### config.mk
export PLATFORM = sky130hd
export DESIGN_NAME = rr_arbiter_n
export DESIGN_NICKNAME = d
export VERILOG_FILES = /design/src/rtl/rr_arb_pkg.sv /design/src/rtl/rr_arb_pick.sv /design/src/rtl/rr_arbiter_n.sv
export SDC_FILE = /design/constraint.sdc
export NUM_CORES = 1
export LEC_CHECK = 0
export CAP_MARGIN = 10
export CORE_MARGIN = 1.5
export CORE_UTILIZATION = 42
export CTS_CLUSTER_DIAMETER = 120
export CTS_CLUSTER_SIZE = 30
export DETAILED_ROUTE_END_ITERATION = 8
export PLACE_DENSITY = 0.65
export RECOVER_POWER = 100
export SLEW_MARGIN = 20
export SYNTH_ARGS = -nofsm -noshare
export SYNTH_HDL_FRONTEND = slang
export SYNTH_SLANG_ARGS = --single-unit
### constraint.sdc
create_clock -name clk -period 5.04 [get_ports clk]
set_clock_uncertainty 0.2 [all_clocks]
set_input_delay 1.008 -clock clk [delete_from_list [all_inputs] [get_ports clk]]
set_output_delay 1.008 -clock clk [all_outputs]
set_load 0.005 [all_outputs]
### src/rtl/rr_arb_pkg.sv
// rr_arb_pkg: shared types, width helpers and the cyclic pick function for rr_arbiter_n
package rr_arb_pkg;

    typedef enum logic {IDLE, BUSY} state_e;

    localparam int MAX_REQ   = 64;
    localparam int MAX_IDX_W = 6;

    typedef struct packed {
        logic                 found;
        logic [MAX_IDX_W-1:0] idx;
    } pick_t;

    function automatic int idx_w(input int n);
        return (n > 1) ? $clog2(n) : 1;
    endfunction

    function automatic int cnt_w(input int hold);
        return $clog2(hold + 1);
    endfunction

    // First set bit of req_vec searched cyclically from ptr; lower offsets overwrite higher ones.
    function automatic pick_t rr_pick(input logic [MAX_REQ-1:0] req_vec, input int ptr, input int n);
        pick_t r;
        int    j;
        r = '0;
        for (int k = MAX_REQ - 1; k >= 0; k--) begin
            if (k < n) begin
                j = ptr + k;
                if (j >= n) j = j - n;
                if (req_vec[j]) begin
                    r.found = 1'b1;
                    r.idx   = j[MAX_IDX_W-1:0];
                end
            end
        end
        return r;
    endfunction

endpackage

### src/rtl/rr_arb_pick.sv
// rr_arb_pick: combinational rotate-and-priority-encode of N_REQ request bits starting at ptr
module rr_arb_pick
    import rr_arb_pkg::*;
#(
    parameter int N_REQ = 4,
    parameter int IDX_W = idx_w(N_REQ)
) (
    input  logic [N_REQ-1:0] req_vec,
    input  logic [IDX_W-1:0] ptr,
    output logic             found,
    output logic [IDX_W-1:0] idx,
    output logic [N_REQ-1:0] onehot
);

    pick_t p;

    // Search from ptr, then narrow the package-wide index down to this instance's width and one-hot form
    always_comb begin
        p      = rr_pick(MAX_REQ'(req_vec), int'(ptr), N_REQ);
        found  = p.found;
        idx    = '0;
        onehot = '0;
        for (int i = 0; i < N_REQ; i++) begin
            if (p.idx == MAX_IDX_W'(i)) begin
                idx       = IDX_W'(i);
                onehot[i] = p.found;
            end
        end
    end

endmodule

### src/rtl/rr_arbiter_n.sv
// rr_arbiter_n: N-requester round-robin arbiter with burst hold (optional RR_ARB_PRIO_EN adds hi_prio filtering)
module rr_arbiter_n
    import rr_arb_pkg::*;
#(
    parameter int N_REQ    = 4,
    parameter int HOLD_MAX = 4,
    parameter int IDX_W    = idx_w(N_REQ)
) (
    input  logic             clk,
    input  logic             rstn,
    input  logic             en,
    input  logic [N_REQ-1:0] req,
    input  logic [N_REQ-1:0] req_last,
`ifdef RR_ARB_PRIO_EN
    input  logic [N_REQ-1:0] hi_prio,
`endif
    output logic [N_REQ-1:0] grant,
    output logic             grant_vld,
    output logic [IDX_W-1:0] grant_idx
);

    localparam int CNT_W = cnt_w(HOLD_MAX);

    state_e           state_q, state_d;
    logic [N_REQ-1:0] grant_q, grant_d;
    logic             vld_q, vld_d;
    logic [IDX_W-1:0] idx_q, idx_d;
    logic [IDX_W-1:0] ptr_q, ptr_d;
    logic [CNT_W-1:0] cnt_q, cnt_d;
    logic [IDX_W-1:0] nxt_ptr, pick_ptr, win_idx;
    logic [N_REQ-1:0] pick_vec, win_oh;
    logic             win_found, release_c;

`ifdef RR_ARB_PRIO_EN
    assign pick_vec = |(req & hi_prio) ? (req & hi_prio) : req;
`else
    assign pick_vec = req;
`endif

    assign nxt_ptr   = (idx_q == IDX_W'(N_REQ - 1)) ? '0 : idx_q + 1'b1;
    assign pick_ptr  = (state_q == BUSY) ? nxt_ptr : ptr_q;
    assign release_c = !en || !req[idx_q] || req_last[idx_q] || (cnt_q == CNT_W'(HOLD_MAX));

    rr_arb_pick #(.N_REQ(N_REQ), .IDX_W(IDX_W)) u_pick (
        .req_vec (pick_vec),
        .ptr     (pick_ptr),
        .found   (win_found),
        .idx     (win_idx),
        .onehot  (win_oh)
    );

    // Grant FSM: first grant from IDLE, hold/count in BUSY, zero-bubble handover on release
    always_comb begin
        state_d = state_q;
        grant_d = grant_q;
        vld_d   = vld_q;
        idx_d   = idx_q;
        ptr_d   = ptr_q;
        cnt_d   = cnt_q;
        if (state_q == IDLE) begin
            if (en && win_found) begin
                state_d = BUSY;
                grant_d = win_oh;
                vld_d   = 1'b1;
                idx_d   = win_idx;
                cnt_d   = CNT_W'(1);
            end
        end else if (!en) begin
            state_d = IDLE;
            grant_d = '0;
            vld_d   = 1'b0;
        end else if (release_c) begin
            state_d = win_found ? BUSY : IDLE;
            grant_d = win_oh;
            vld_d   = win_found;
            idx_d   = win_found ? win_idx : idx_q;
            ptr_d   = nxt_ptr;
            cnt_d   = CNT_W'(1);
        end else begin
            cnt_d   = cnt_q + 1'b1;
        end
    end

    // State and registered outputs, cleared asynchronously
    always_ff @(posedge clk or negedge rstn) begin
        if (!rstn) begin
            state_q <= IDLE;
            grant_q <= '0;
            vld_q   <= 1'b0;
            idx_q   <= '0;
            ptr_q   <= '0;
            cnt_q   <= '0;
        end else begin
            state_q <= state_d;
            grant_q <= grant_d;
            vld_q   <= vld_d;
            idx_q   <= idx_d;
            ptr_q   <= ptr_d;
            cnt_q   <= cnt_d;
        end
    end

    assign grant     = grant_q;
    assign grant_vld = vld_q;
    assign grant_idx = idx_q;

endmodule

[Word-level counts from Yosys, hierarchy flattened]
Index checks and enable logic that the tools add are counted.
Word-level totals
  flip-flop bits (word level): 13
  bits in latches: 0
  RAM bits: 0
  ROM bits: 0
  output and inout bits: 7
  word-level logic and storage cells: 100
  memories kept: 0
Operators by class
  $add $sub $neg: 9
  multiply operators: 0
  div/mod/pow operators: 0
  order comparisons: 9
  equal/unequal tests: 9
  shifts and indexed selects: 0
  mux-type cells: 55
  bitwise gates (word level): 0
  reductions and logical operators: 12
Operator list (number)
  < comparator 32 x 8 -> 1 bit (second input constant): 4
  two-way mux 32 bit: 4
  greater-or-equal comparator 32 x 4 -> 1 bit (second input constant): 3
  subtractor 32 x 4 -> 32 bit (second input constant): 3
  two-way mux 7 bit: 4
  binary-select mux 1 bit (select 6 bit): 4
  two-way mux 1 bit: 24
  two-way mux 2 bit: 9
  two-way mux 4 bit: 4
  equality test 6 x 2 -> 1 bit (second input constant): 2
  two-way mux 3 bit: 4
  adder 2 x 2 -> 3 bit (second input constant): 2
  equality test 6 x 1 -> 1 bit (second input constant): 1
  zero test 6 bit: 1
  binary-select mux 1 bit (select 2 bit): 2
  != test 2 x 1 -> 1 bit (second input constant): 2
  AND reduction 2 bit: 2
  AND reduction 4 bit: 1
  subtractor 2 x 3 -> 4 bit (second input constant): 1
  adder 2 x 1 -> 3 bit (second input constant): 1
  adder 3 x 1 -> 3 bit (second input constant): 1
  equality test 3 bit (second input constant): 1
  greater-or-equal comparator 2 x 3 -> 1 bit (second input constant): 1
  logical OR 1 bit: 3
  9 further kinds: 10

[Depth between registers and ports, before layout]
Gate-level depths: netlist of run 1.
  depth after elaboration: 21
  depth in mapped cells: 11
  mapped depth without buffers: 11

[Hierarchy]
A second synthesis of run 1 with hierarchy kept.
Second synthesis, totals
  cells, all modules: 102
  area, all modules: 1037.2 sq um
By module, submodules not included
  rr_arbiter_n: instances 1, cells an instance 59, area an instance 676.9 sq um, seq. area each 325.3 sq um
  rr_arb_pick: instances 1, cells an instance 43, area an instance 360.3 sq um, seq. area each 0.0 sq um

[Worst setup path after synthesis of run 1]
OpenSTA, ideal clock, no wires.
  kind: reg-to-reg
  from: register idx_q[0] (netlist: grant_idx[0])
  to: register grant_q[1] (netlist: grant[1])
  setup time: 101 ps
  arrival time: 2772 ps
  required time: 4739 ps
  path slack: 1968 ps
  cell stages (with the launch flop): 12
  buffers on the path: 1
  clock period less this slack: 3072 ps
  cell sequence: dfrtp_1 ha_1 mux2_2 inv_1 ha_1 clkbuf_1 mux2i_1 o221ai_1 o31ai_1 a221oi_1 nand2_1 o32ai_1
On the way
  cells in the longest elaborated chain, start to end: 18
  elaborated cells on any way between the ends: 53
  those cells by class: add/sub: 8; order compare: 4; eq/ne: 3; mux: 31; reduce/logical: 7
RTL lines
  start, declared: RTL line rr_arbiter_n.sv:27  | logic [IDX_W-1:0] idx_q, idx_d;
  start signal, assigned: RTL line rr_arbiter_n.sv:97  | idx_q <= idx_d;
  adder 2 x 1 -> 2 bit / equality test 2 bit (equally long branches): RTL line rr_arbiter_n.sv:40  | assign nxt_ptr = (idx_q == IDX_W'(N_REQ - 1)) ? '0 : idx_q + 1'b1;
  two-way mux 2 bit *: RTL line rr_arbiter_n.sv:40
  named net nxt_ptr[1]: RTL line rr_arbiter_n.sv:30  | logic [IDX_W-1:0] nxt_ptr, pick_ptr, win_idx;
  two-way mux 2 bit *: RTL line rr_arbiter_n.sv:41  | assign pick_ptr = (state_q == BUSY) ? nxt_ptr : ptr_q;
  adder 2 x 2 -> 3 bit: RTL line rr_arb_pkg.sv:29  | j = ptr + k;
  subtractor 32 x 4 -> 32 bit / greater-or-equal comparator 32 x 4 -> 1 bit (equally long branches): RTL line rr_arb_pkg.sv:30  | if (j >= n) j = j - n;
  two-way mux 32 bit: RTL line rr_arb_pkg.sv:30
  binary-select mux 1 bit (select 6 bit): RTL line rr_arb_pkg.sv:31  | if (req_vec[j]) begin
  two-way mux 1 bit (not written as such) (2 in a row): RTL line rr_arb_pkg.sv:31
  two-way mux 7 bit (3 in a row): RTL line rr_arb_pkg.sv:31
  two-way mux 7 bit *: RTL line rr_arb_pkg.sv:31
  equality test 6 x 1 -> 1 bit: RTL line rr_arb_pick.sv:24  | if (p.idx == MAX_IDX_W'(i)) begin
  two-way mux 1 bit: RTL line rr_arb_pick.sv:24
  two-way mux 4 bit: RTL line rr_arbiter_n.sv:72  | end else if (release_c) begin
  two-way mux 4 bit: RTL line rr_arbiter_n.sv:68  | end else if (!en) begin
  two-way mux 4 bit: RTL line rr_arbiter_n.sv:60  | if (state_q == IDLE) begin
  end signal, assigned: RTL line rr_arbiter_n.sv:95  | grant_q <= grant_d;
  end, declared: RTL line rr_arbiter_n.sv:25  | logic [N_REQ-1:0] grant_q, grant_d;
Mark *: on every way through the listed nets, which the timed path passes. The rest lies on a longest branch. The select of a mux whose other input is x is not followed.
A chain may end at the register's enable or synchronous reset.

[Worst setup path after layout of run 1]
  from: register idx_q[0] (netlist: grant_idx[0])
  to: register grant_q[0] (netlist: grant[0])
On the way
  cells in the longest elaborated chain, start to end: 18
  elaborated cells on any way between the ends: 53
  those cells by class: add/sub: 8; order compare: 4; eq/ne: 2; mux: 31; reduce/logical: 8
RTL lines (RTL line)
  adder 2 x 1 -> 2 bit / equality test 2 bit (equally long branches): rr_arbiter_n.sv:40
  two-way mux 2 bit: rr_arbiter_n.sv:40
  two-way mux 2 bit: rr_arbiter_n.sv:41
  adder 2 x 2 -> 3 bit: rr_arb_pkg.sv:29
  subtractor 32 x 4 -> 32 bit / greater-or-equal comparator 32 x 4 -> 1 bit (equally long branches): rr_arb_pkg.sv:30
  two-way mux 32 bit: rr_arb_pkg.sv:30
  binary-select mux 1 bit (select 6 bit): rr_arb_pkg.sv:31
  two-way mux 1 bit (not written as such) (2 in a row): rr_arb_pkg.sv:31
  two-way mux 7 bit (4 in a row): rr_arb_pkg.sv:31
  zero test 6 bit: rr_arb_pick.sv:24
  two-way mux 1 bit: rr_arb_pick.sv:24
  two-way mux 4 bit: rr_arbiter_n.sv:72
  two-way mux 4 bit: rr_arbiter_n.sv:68
  two-way mux 4 bit: rr_arbiter_n.sv:60
Several ways; a longest one is shown, not always the timed one. The select of a mux whose other input is x is not followed.

==> results_tabular.tex, run 1 <==
\begin{tabular}{lr}
\hline
Metric & Value \\
\hline
\multicolumn{2}{l}{\textbf{Routing}} \\
\quad Met2 layer wire length in the routed design & 1.30 mm \\
\quad Detailed-route wire length per cell & 15.8 um \\
\quad Count of vias placed by the detailed router & 1,041 \\
\quad Drt first-iter violations & 31 \\
\quad Vias per cell & 6.05 \\
\quad Met1 Wirelength & 1.29 mm \\
\quad Highest metal used & met3 \\
\quad Met3 wire len & 123 um \\
\quad Count of unresolved DRC violations after routing & 0 \\
\quad Number of search-and-repair iterations in the first detailed-routing pass & 4 \\
\quad Routed Antenna Nets & 0 \\
\quad Total detailed-routing wirelength & 2.71 mm \\
\multicolumn{2}{l}{\textbf{Timing}} \\
\quad Fin crit share & 74.4\% \\
\quad Worst-case headroom to the max-slew limit & 54.8\% \\
\quad Final slew viol count & 0 \\
\quad Minimum clock period & 3750 ps \\
\quad Final number of setup-violating endpoints & 0 \\
\quad Setup repair after global routing missed its margin & false \\
\quad Setup\_tns & 0 ps \\
\quad Max frequency & 267 MHz \\
\quad Final Hold Viols & 0 \\
\quad Slew at the pin closest to its max-slew limit & 676 ps \\
\multicolumn{2}{l}{\textbf{Yosys}} \\
\quad \#FFs+latches synth & 13 \\
\quad Post-synthesis xor/xnor area fraction & 0\% \\
\quad Adder and majority cell fraction of the synthesized area & 9.17\% \\
\quad Synthesized net count & 144 \\
\quad Total of warnings raised by yosys & 0 \\
\quad Synthesized-area fraction occupied by ao, oa, aoi and oai cells & 27.2\% \\
\quad Sequential cell area fraction in the yosys report & 29.8\% \\
\quad Number of flops mapped to enable cells by yosys & 0 \\
\quad Main synth FF type & dfrtp\_1 \\
\quad Synthesized netlist cell count & 125 \\
\quad Area of the mapped netlist & 0.00109 mm2 \\
\quad Combinational family with the most area after synthesis & compound AO/OA/AOI/OAI gates \\
\quad Synth Area per Inst & 8.73 um2 \\
\quad Simple-Gate Fraction of Synth Area & 21.7\% \\
\quad Yosys cell types & 46 \\
\quad Async S/R FF share, synth & 100\% \\
\quad Mux cell area share after synthesis & 5.28\% \\
\multicolumn{2}{l}{\textbf{Clock tree}} \\
\quad Clock tree from TritonCTS & yes \\
\quad Number of gates resized after CTS & 0 \\
\quad Count of hold buffers inserted by post-cts repair & 0 \\
\quad Clock-pin slew of the registers on the worst-case setup and hold paths & 80 ps \\
\quad Postcts setup bufs & 0 \\
\quad Root Buffer & clkbuf\_4 \\
\quad Maximum clock path buffer count & 2 \\
\quad H-tree levels & 1 \\
\quad Number of buffers created by CTS & 3 \\
\quad Clock Sink Count & 13 \\
\quad Worst-Skew Late Latency & 270 ps \\
\multicolumn{2}{l}{\textbf{Worst setup path}} \\
\quad Family with the most delay on the worst path & simple AND/OR/NAND/NOR gates \\
\quad Crit-path cells & ha\_1 > nor3b\_1 > nor2\_1 > inv\_1 > ha\_1 > nand2b\_1 > o21ai\_0 > nor4\_1 > a31o\_1 > or3\_1 > o32ai\_1 \\
\quad Endpoint type of the worst setup path & flop \\
\quad Highest fanout seen on the critical path & 8 \\
\quad Delay of the slowest cell on the worst path & 590 ps \\
\quad Element type at the critical path start & flop \\
\quad Arrival time of the worst setup path & 3720 ps \\
\quad Most frequent cell on the critical path & ha\_1 \\
\quad Critical path buffers and inverters & 1 \\
\quad Crit Path Category & flop to flop \\
\quad Crit-path slowest cell & nor3b\_1 \\
\quad Crit path required time & 5010 ps \\
\multicolumn{2}{l}{\textbf{Floorplanning}} \\
\quad DIE WIDTH & 54.0 um \\
\quad Die Ht & 54.0 um \\
\quad Core Rows & 18 \\
\quad Full die area & 0.00291 mm2 \\
\quad Placeable Area & 0.00248 mm2 \\
\quad Starting density of the core & 44.0\% \\
\quad Top-Level Pins & 18 \\
\multicolumn{2}{l}{\textbf{Flow run}} \\
\quad Max-capacitance violation count & 0 \\
\multicolumn{2}{l}{\textbf{Global route}} \\
\quad First-pass GRT wire length & 4.46 mm \\
\quad Vias in the first global route & 964 \\
\quad Total overflow reported by the global router & 0 \\
\quad Pin count of the biggest net entering global routing & 14 \\
\quad Combined global-route utilization of all metal layers & 21.1\% \\
\quad Initial antenna violation count & 0 \\
\multicolumn{2}{l}{\textbf{Power}} \\
\quad Static leakage & 0.567 nW \\
\quad Power per standard cell area & 678 mW/mm2 \\
\quad IR Drop Worst-Case VDD & 345 uV \\
\quad Overall power consumption & 869 uW \\
\multicolumn{2}{l}{\textbf{Final layout}} \\
\quad Synthesis-to-finish area growth & 17.4\% \\
\quad Diodes inserted & 0 \\
\quad Fill count & 250 \\
\quad Layout Nets & 162 \\
\quad Fraction of layout instances using a drive strength above 1 & 8.45\% \\
\multicolumn{2}{l}{\textbf{Place}} \\
\quad Count of buffers inserted at the top-level ports & 17 \\
\quad DP HPWL & 2.11 mm \\
\quad Weighted congestion at the end of routability-driven global placement & 0.786 \\
\multicolumn{2}{l}{\textbf{Worst hold path}} \\
\quad Min-Delay Path Class & flop to flop \\
\multicolumn{2}{l}{\textbf{Outcome}} \\
\quad Outcome & completed \\
\hline
\end{tabular}
where the power goes:
| part | total (mW) | internal [mW] | switching, mW |
|---|---|---|---|
| clock | 0.0638 | 0.0307 | 0.0331 |
| sequential | 0.190 | 0.148 | 0.0426 |
| combinational | 0.615 | 0.263 | 0.352 |
worst reg2reg max path, delay by kind of cell (launching register included):
family,cells,cell delay (ps)
fa+ha+maj,2,480
buf+inv,1,280
compound gates,3,800
simple gates,5,1440
flops,1,460
cells by family after synthesis:
| kind of cell | after synthesis |
|---|---|
| adder cells (fa/ha/maj) | 8 |
| multiplexers | 5 |
| AND/OR/NAND/NOR | 42 |
| flip-flops | 13 |
| AO/OA/AOI/OAI | 39 |
| buffers and inverters | 18 |
sequential cells by signal (all words and copies together) (netlist names):
signal / cells
cnt_q: 3
grant: 4
grant_idx: 2
grant_vld: 1
ptr_q: 2
state_q: 1
layout by cell type (no fill, tap or decap), drive strengths merged, types with 3 or more instances in the layout:
cell type	synthesis	final
inv	14	14
dfrtp	13	13
nand2	11	11
dlygate4sd3	0	9
ha	8	8
clkdlybuf4s50	0	8
nor2	7	7
o21ai	6	6
a21oi	6	6
nand3	5	5
o32ai	4	4
clkbuf	3	4
nor3	3	3
o31ai	3	3
o22ai	3	3
mux2	3	3
worst paths after layout:
| path | startpoint | endpoint | slack [ps] | cells after the start |
|---|---|---|---|---|
| setup / recovery | grant_idx[0] | grant[0] | 1290 | 11 |
| max in group asynchronous | rstn | grant[1] | 3280 | 1 |
| setup reg to reg | grant_idx[0] | grant[0] | 1290 | 11 |
| hold reg to reg | grant_vld | grant_vld | 290 | 1 |
| hold / removal | grant_vld | grant_vld | 290 | 1 |
| min in group asynchronous | rstn | state_q | 970 | 1 |
Yosys cell counts, types with 3 or more instances:
cell	number	area (um2)
a21oi_1	5	25.0
clkbuf_1	3	11.3
dfrtp_1	13	325
ha_1	8	100
inv_1	14	52.6
nand2_1	11	41.3
nand3_1	5	25.0
nor2_1	6	22.5
nor3_1	3	15.0
o21ai_0	5	25.0
o22ai_1	3	18.8
o31ai_1	3	22.5
o32ai_1	3	26.3
routing by layer:
layer | global-route usage, % | vias to the layer above
met4 | 3.85 | 0
met3 | 3.06 | 0
met2 | 35.4 | 36
met5 | 0 | -
met1 | 28.8 | 504
li1 | - | 501
cell type report:
class | instances | area [um2] | area share, %
repair buffers | 17 | 170 | 13.3
clock buffers | 4 | 26.3 | 2.05
flip-flops and latches | 13 | 325 | 25.4
inverters | 14 | 52.6 | 4.10
multi-input cells | 94 | 669 | 52.2
well taps | 30 | 37.5 | 2.93
through the flow:
step | instances | setup slack [ps] | utilization, % | hold WS, ps | instance area [um2]
3_3_place_gp | 168 | 1630 | 51.5 | 265 | 1280
5_1_grt | 172 | 1020 | 51.7 | 300 | 1280
6_report | 172 | 1290 | 51.7 | 286 | 1280
4_1_cts | 172 | 1660 | 52.6 | 290 | 1300
3_5_place_dp | 168 | 1640 | 51.5 | 268 | 1280
2_1_floorplan | 125 | 1970 | - | 256 | 1090
Note: power is estimated with default switching activity, not from simulation.
==> inputs of run 2 (changes only) <==
PLACE_DENSITY = 0.68   (was 0.65)
clock period = 3.32 ns   (was 5.04 ns; I/O delays follow)
==> run 2 against run 1 <==
  * Sequential power grew 45%
  * Utilization grew 3.2 points
  * Die area did not move
  * Largest power group unchanged
  * First-iteration DRC count grew 9.7%
  * Non-clock buffer count up 4
  * Global-route usage rose by 1.7 points
  * Critical path depth shrank 1
  * Highest routed layer is now met4
  * Critical path type unchanged
  * Clock power increased by 55%
  * Largest cell class unchanged
==> results_tabular.tex, run 2 (synthesis gave the netlist of run 1 again) <==
\begin{tabular}{lr}
\hline
Metric & Value \\
\hline
\multicolumn{2}{l}{\textbf{Floorplanning}} \\
\quad DIE WIDTH & 54.0 um \\
\quad Placeable Area & 0.00248 mm2 \\
\quad Core Rows & 18 \\
\quad Top-Level Pins & 18 \\
\quad Full die area & 0.00291 mm2 \\
\quad Starting density of the core & 44.0\% \\
\quad Die Ht & 54.0 um \\
\multicolumn{2}{l}{\textbf{Final layout}} \\
\quad Most common cell after layout, fill and taps aside & inv\_1 \\
\quad Fill count & 239 \\
\quad Flip-flop count of the largest register after layout & 4 \\
\quad Finished Core Util & 54.9\% \\
\quad Register area & 327 um2 \\
\quad Diodes inserted & 0 \\
\quad Multi-input gate area & 722 um2 \\
\quad Synthesis-to-finish area growth & 24.8\% \\
\quad Most used cells in the layout excluding fill and tap cells & inv\_1, dfrtp\_1, nand2\_1 \\
\quad Layout Nets & 166 \\
\quad Fraction of layout instances using a drive strength above 1 & 17.8\% \\
\multicolumn{2}{l}{\textbf{Timing}} \\
\quad Max frequency & 317 MHz \\
\quad Setup repair after global routing missed its margin & false \\
\quad Fin crit share & 95.0\% \\
\quad Minimum clock period & 3150 ps \\
\quad Final number of setup-violating endpoints & 0 \\
\quad Slew at the pin closest to its max-slew limit & 629 ps \\
\quad Final slew viol count & 0 \\
\quad Final Hold Viols & 0 \\
\quad Worst-case headroom to the max-slew limit & 57.9\% \\
\quad Setup slack of the critical path after layout & 166 ps \\
\multicolumn{2}{l}{\textbf{Global route}} \\
\quad First-pass GRT wire length & 4.78 mm \\
\quad Vias in the first global route & 1,051 \\
\quad GRT met2 Usage & 38.8\% \\
\quad Pin count of the biggest net entering global routing & 14 \\
\quad Global-route met3 utilization & 2.22\% \\
\quad Combined global-route utilization of all metal layers & 22.8\% \\
\quad Top Usage Layer GRT & met2 \\
\quad Total overflow reported by the global router & 0 \\
\quad Global-route track usage on met1 & 28.7\% \\
\quad Initial antenna violation count & 0 \\
\multicolumn{2}{l}{\textbf{Routing}} \\
\quad Count of vias placed by the detailed router & 1,038 \\
\quad Number of search-and-repair iterations in the first detailed-routing pass & 4 \\
\quad Routed Antenna Nets & 0 \\
\quad Drt first-iter violations & 34 \\
\quad Total detailed-routing wirelength & 2.86 mm \\
\quad Count of unresolved DRC violations after routing & 0 \\
\quad Detailed-route wire length per cell & 16.3 um \\
\quad Vias per cell & 5.90 \\
\multicolumn{2}{l}{\textbf{Worst hold path}} \\
\quad Min-Delay Path Class & flop to flop \\
\quad Worst hold stages & 1 \\
\multicolumn{2}{l}{\textbf{Clock tree}} \\
\quad Clock tree from TritonCTS & yes \\
\quad Clock-pin slew of the registers on the worst-case setup and hold paths & 80 ps \\
\quad H-tree levels & 1 \\
\quad Count of hold buffers inserted by post-cts repair & 0 \\
\quad Worst-Skew Late Latency & 280 ps \\
\quad Clock Sink Count & 13 \\
\quad Root Buffer & clkbuf\_4 \\
\quad Number of buffers created by CTS & 3 \\
\quad Maximum clock path buffer count & 2 \\
\multicolumn{2}{l}{\textbf{Worst setup path}} \\
\quad Element type at the critical path start & flop \\
\quad Logic depth of the worst register-to-register path & 10 \\
\quad Endpoint type of the worst setup path & flop \\
\quad Highest fanout seen on the critical path & 7 \\
\quad Crit Path Category & flop to flop \\
\quad Arrival time of the worst setup path & 3090 ps \\
\quad Crit path required time & 3250 ps \\
\multicolumn{2}{l}{\textbf{Power}} \\
\quad Power per standard cell area & 1070 mW/mm2 \\
\quad Overall power consumption & 1.46 mW \\
\quad Static leakage & 0.588 nW \\
\quad IR Drop Worst-Case VDD & 603 uV \\
\multicolumn{2}{l}{\textbf{Flow run}} \\
\quad Max-capacitance violation count & 0 \\
\multicolumn{2}{l}{\textbf{Outcome}} \\
\quad Outcome & completed \\
\multicolumn{2}{l}{\textbf{Place}} \\
\quad DP HPWL & 2.20 mm \\
\quad Setup slack after placement & -115 ps \\
\quad Weighted congestion at the end of routability-driven global placement & 0.848 \\
\quad Count of buffers inserted at the top-level ports & 17 \\
\hline
\end{tabular}
[run 2: cell types whose count changed in the layout (fill, tap and decap cells not counted), moves of 2 or more]
cell             change
dlygate4sd3_1        -2
nor2_1               -2
clkdlybuf4s50_1      +2
buf_4                +3
a221oi_1             -2
a221oi_2             +2
[run 2: final timing paths]
check / from / to / slack, ps
max: grant_idx[1] / grant[3] / 170
min: grant_vld / grant_vld / 290
max reg2reg: grant_idx[1] / grant[3] / 170
min reg2reg: grant_vld / grant_vld / 290
max in group asynchronous: rstn / grant_idx[1] / 1840
min in group asynchronous: rstn / cnt_q[0] / 640
[run 2: layer usage]
layer  routed length (um)  part of all wire [%]  up-vias
li1                     -                     -      513
met1                 1250                    44      493
met2                 1450                    51       25
met3                  104                   3.6        7
met4                   54                   1.9        0
met5                    0                     0        -
[run 2: where the power goes]
group          leakage [nW]  internal [mW]  switching [mW]  total [mW]
sequential            0.162          0.226          0.0495       0.275
combinational         0.412          0.469           0.619        1.09
clock                0.0150         0.0466          0.0526      0.0992
total                 0.588          0.741           0.722        1.46
[run 2: layout make-up]
cell class              instances  area share (%)
inverters                      14            3.86
clock buffers                   4            1.93
repair buffers                 21            14.4
flip-flops and latches         13            24.0
multi-input cells              94            53.0
well taps                      30            2.76
[run 2: stage by stage]
step | std cells | area, um2 | TNS (ps) | hold slack (ps)
after detailed placement | 171 | 1300 | -215 | 277
after CTS | 175 | 1340 | 0 | 297
after global routing | 176 | 1360 | 0 | 325
after global placement | 171 | 1300 | 0 | 270
after floorplan | 125 | 1090 | 0 | 168
final | 176 | 1360 | 0 | 291
[run 2: worst max-delay path, stage by stage, from the launching register on]
cell      delay, ps
dfrtp_2         460
ha_1            300
mux2_2          350
inv_2           140
ha_2            340
mux2i_1         200
o221ai_2        240
o32ai_1         130
a211o_1         350
nand3_1         190
o22ai_1         120
[run 2: timing repair]
action	in CTS	in global routing
setup buffers	0	1
setup endpoints to repair	5	6
pin swaps	0	4
resized for setup	4	6
==> inputs of run 3 (changes only) <==
CORE_UTILIZATION = 47   (was 42)
PLACE_DENSITY = 0.75   (was 0.68)
==> run 3 against run 2 <==
  * Cell count shrank 1.1%
  * Critical path type unchanged
  * Sequential cell count unchanged
  * Final area shrank 0.18%
  * Total power barely moved
  * Global-route usage grew 0.095 points
  * Hold slack lost 8.0 ps
  * Sequential share of layout area hardly changed
  * Fmax is 0.41% lower
==> results_tabular.tex, run 3 (synthesis gave the netlist of run 1 again) <==
\begin{tabular}{lr}
\hline
Metric & Value \\
\hline
\multicolumn{2}{l}{\textbf{Outcome}} \\
\quad Outcome & completed \\
\multicolumn{2}{l}{\textbf{Floorplanning}} \\
\quad Full die area & 0.00262 mm2 \\
\quad Core Rows & 17 \\
\quad Die Ht & 51.2 um \\
\quad DIE WIDTH & 51.2 um \\
\quad Top-Level Pins & 18 \\
\quad Placeable Area & 0.00221 mm2 \\
\quad Starting density of the core & 49.3\% \\
\multicolumn{2}{l}{\textbf{Routing}} \\
\quad Number of search-and-repair iterations in the first detailed-routing pass & 4 \\
\quad Routed Antenna Nets & 0 \\
\quad Drt first-iter violations & 44 \\
\quad Vias per cell & 6.28 \\
\quad Count of vias placed by the detailed router & 1,092 \\
\quad Detailed-route wire length per cell & 16.0 um \\
\quad Count of unresolved DRC violations after routing & 0 \\
\quad Total detailed-routing wirelength & 2.78 mm \\
\multicolumn{2}{l}{\textbf{Clock tree}} \\
\quad Clock Sink Count & 13 \\
\quad Maximum clock path buffer count & 2 \\
\quad Number of buffers created by CTS & 3 \\
\quad H-tree levels & 1 \\
\quad Root Buffer & clkbuf\_4 \\
\quad Clock tree from TritonCTS & yes \\
\quad Clock-pin slew of the registers on the worst-case setup and hold paths & 80 ps \\
\quad Worst-Skew Late Latency & 280 ps \\
\multicolumn{2}{l}{\textbf{Final layout}} \\
\quad Synthesis-to-finish area growth & 24.5\% \\
\quad Diodes inserted & 0 \\
\quad Fill count & 195 \\
\quad Fraction of layout instances using a drive strength above 1 & 18.5\% \\
\quad Layout Nets & 166 \\
\quad Finished Core Util & 61.4\% \\
\quad Flip-flop count of the largest register after layout & 4 \\
\quad Most used cells in the layout excluding fill and tap cells & inv\_1, dfrtp\_1, nand2\_1 \\
\multicolumn{2}{l}{\textbf{Flow run}} \\
\quad Max-capacitance violation count & 0 \\
\multicolumn{2}{l}{\textbf{Power}} \\
\quad Overall power consumption & 1.46 mW \\
\quad IR Drop Worst-Case VDD & 600 uV \\
\quad Power per standard cell area & 1080 mW/mm2 \\
\quad Static leakage & 0.588 nW \\
\multicolumn{2}{l}{\textbf{Place}} \\
\quad Setup slack after placement & 26.0 ps \\
\quad Count of buffers inserted at the top-level ports & 17 \\
\quad Weighted congestion at the end of routability-driven global placement & 0.860 \\
\quad DP HPWL & 2.02 mm \\
\multicolumn{2}{l}{\textbf{Worst setup path}} \\
\quad Endpoint type of the worst setup path & flop \\
\quad Crit Path Category & flop to flop \\
\quad Source of the critical timing path & grant\_idx[1] \\
\quad Critical R2R Launch & grant\_idx[1] \\
\quad Arrival time of the worst setup path & 3150 ps \\
\quad Crit path required time & 3310 ps \\
\quad Highest fanout seen on the critical path & 7 \\
\quad Element type at the critical path start & flop \\
\multicolumn{2}{l}{\textbf{Global route}} \\
\quad First-pass GRT wire length & 4.49 mm \\
\quad Pin count of the biggest net entering global routing & 14 \\
\quad Combined global-route utilization of all metal layers & 22.9\% \\
\quad Vias in the first global route & 1,004 \\
\quad Initial antenna violation count & 0 \\
\quad Total overflow reported by the global router & 0 \\
\multicolumn{2}{l}{\textbf{Worst hold path}} \\
\quad Min-Delay Path Class & flop to flop \\
\quad Start point of the worst min-delay path & grant\_vld \\
\multicolumn{2}{l}{\textbf{Timing}} \\
\quad Slew at the pin closest to its max-slew limit & 626 ps \\
\quad Max frequency & 316 MHz \\
\quad Final number of setup-violating endpoints & 0 \\
\quad Final slew viol count & 0 \\
\quad Setup slack of the critical path after layout & 153 ps \\
\quad Worst-case headroom to the max-slew limit & 58.1\% \\
\quad Fin crit share & 95.4\% \\
\quad Minimum clock period & 3170 ps \\
\quad Final Hold Viols & 0 \\
\hline
\end{tabular}
run 3: cell type report:
class                      count  area (um2)  share of cell area (%)
clock buffer                   4        26.3                    1.93
inverter                      14        52.6                    3.87
multi-input combinational     94         722                    53.1
sequential                    13         327                    24.0
tap                           28        35.0                    2.58
timing repair buffer          21         196                    14.5
run 3: per-layer routing:
layer | GRT usage, % | part of all wire [%]
met2 | 37.4 | 50
met5 | 0 | 0
met1 | 29.5 | 43
met3 | 3.22 | 5.3
met4 | 11.3 | 2.3
run 3: metrics by stage:
| stage | std cells | area (um2) | TNS (ps) | hold slack (ps) |
|---|---|---|---|---|
| floorplan | 125 | 1090 | 0 | 168 |
| global placement | 169 | 1300 | 0 | 267 |
| detailed placement | 169 | 1300 | 0 | 273 |
| CTS | 173 | 1340 | 0 | 294 |
| global route | 174 | 1360 | -1.80 | 305 |
| finish | 174 | 1360 | 0 | 283 |
run 3: repair_timing:
| action | 4_1_cts | 5_1_grt |
|---|---|---|
| setup buffers | 0 | 1 |
| pin swaps | 0 | 1 |
| setup endpoints to repair | 1 | 6 |
| hold buffers | 0 | 0 |
| cloned | 0 | 0 |
| gates resized for setup | 2 | 9 |
run 3: worst paths after layout:
kind,cells after the start,to,slack (ps)
hold / removal,1,grant_vld,280
setup / recovery,10,grant[2],150
max in group asynchronous,1,grant_idx[1],1850
hold reg to reg,1,grant_vld,280
min in group asynchronous,1,cnt_q[0],640
setup reg to reg,10,grant[2],150
run 3: power by group:
part	leakage (nW)	internal (mW)	switching, mW	total [mW]
clock network	0.0150	0.0466	0.0503	0.0968
registers	0.162	0.226	0.0517	0.278
logic	0.411	0.467	0.620	1.09
run 3: worst max-delay path: stages (launching register included):
cell and delay [ps]:
dfrtp_2 460, ha_1 250, nor3b_4 300, nor2_4 110, ha_2 420, mux2i_1 360, o221ai_2 190, o32ai_1 200
a211o_1 240, nand3_1 160, o22ai_1 170
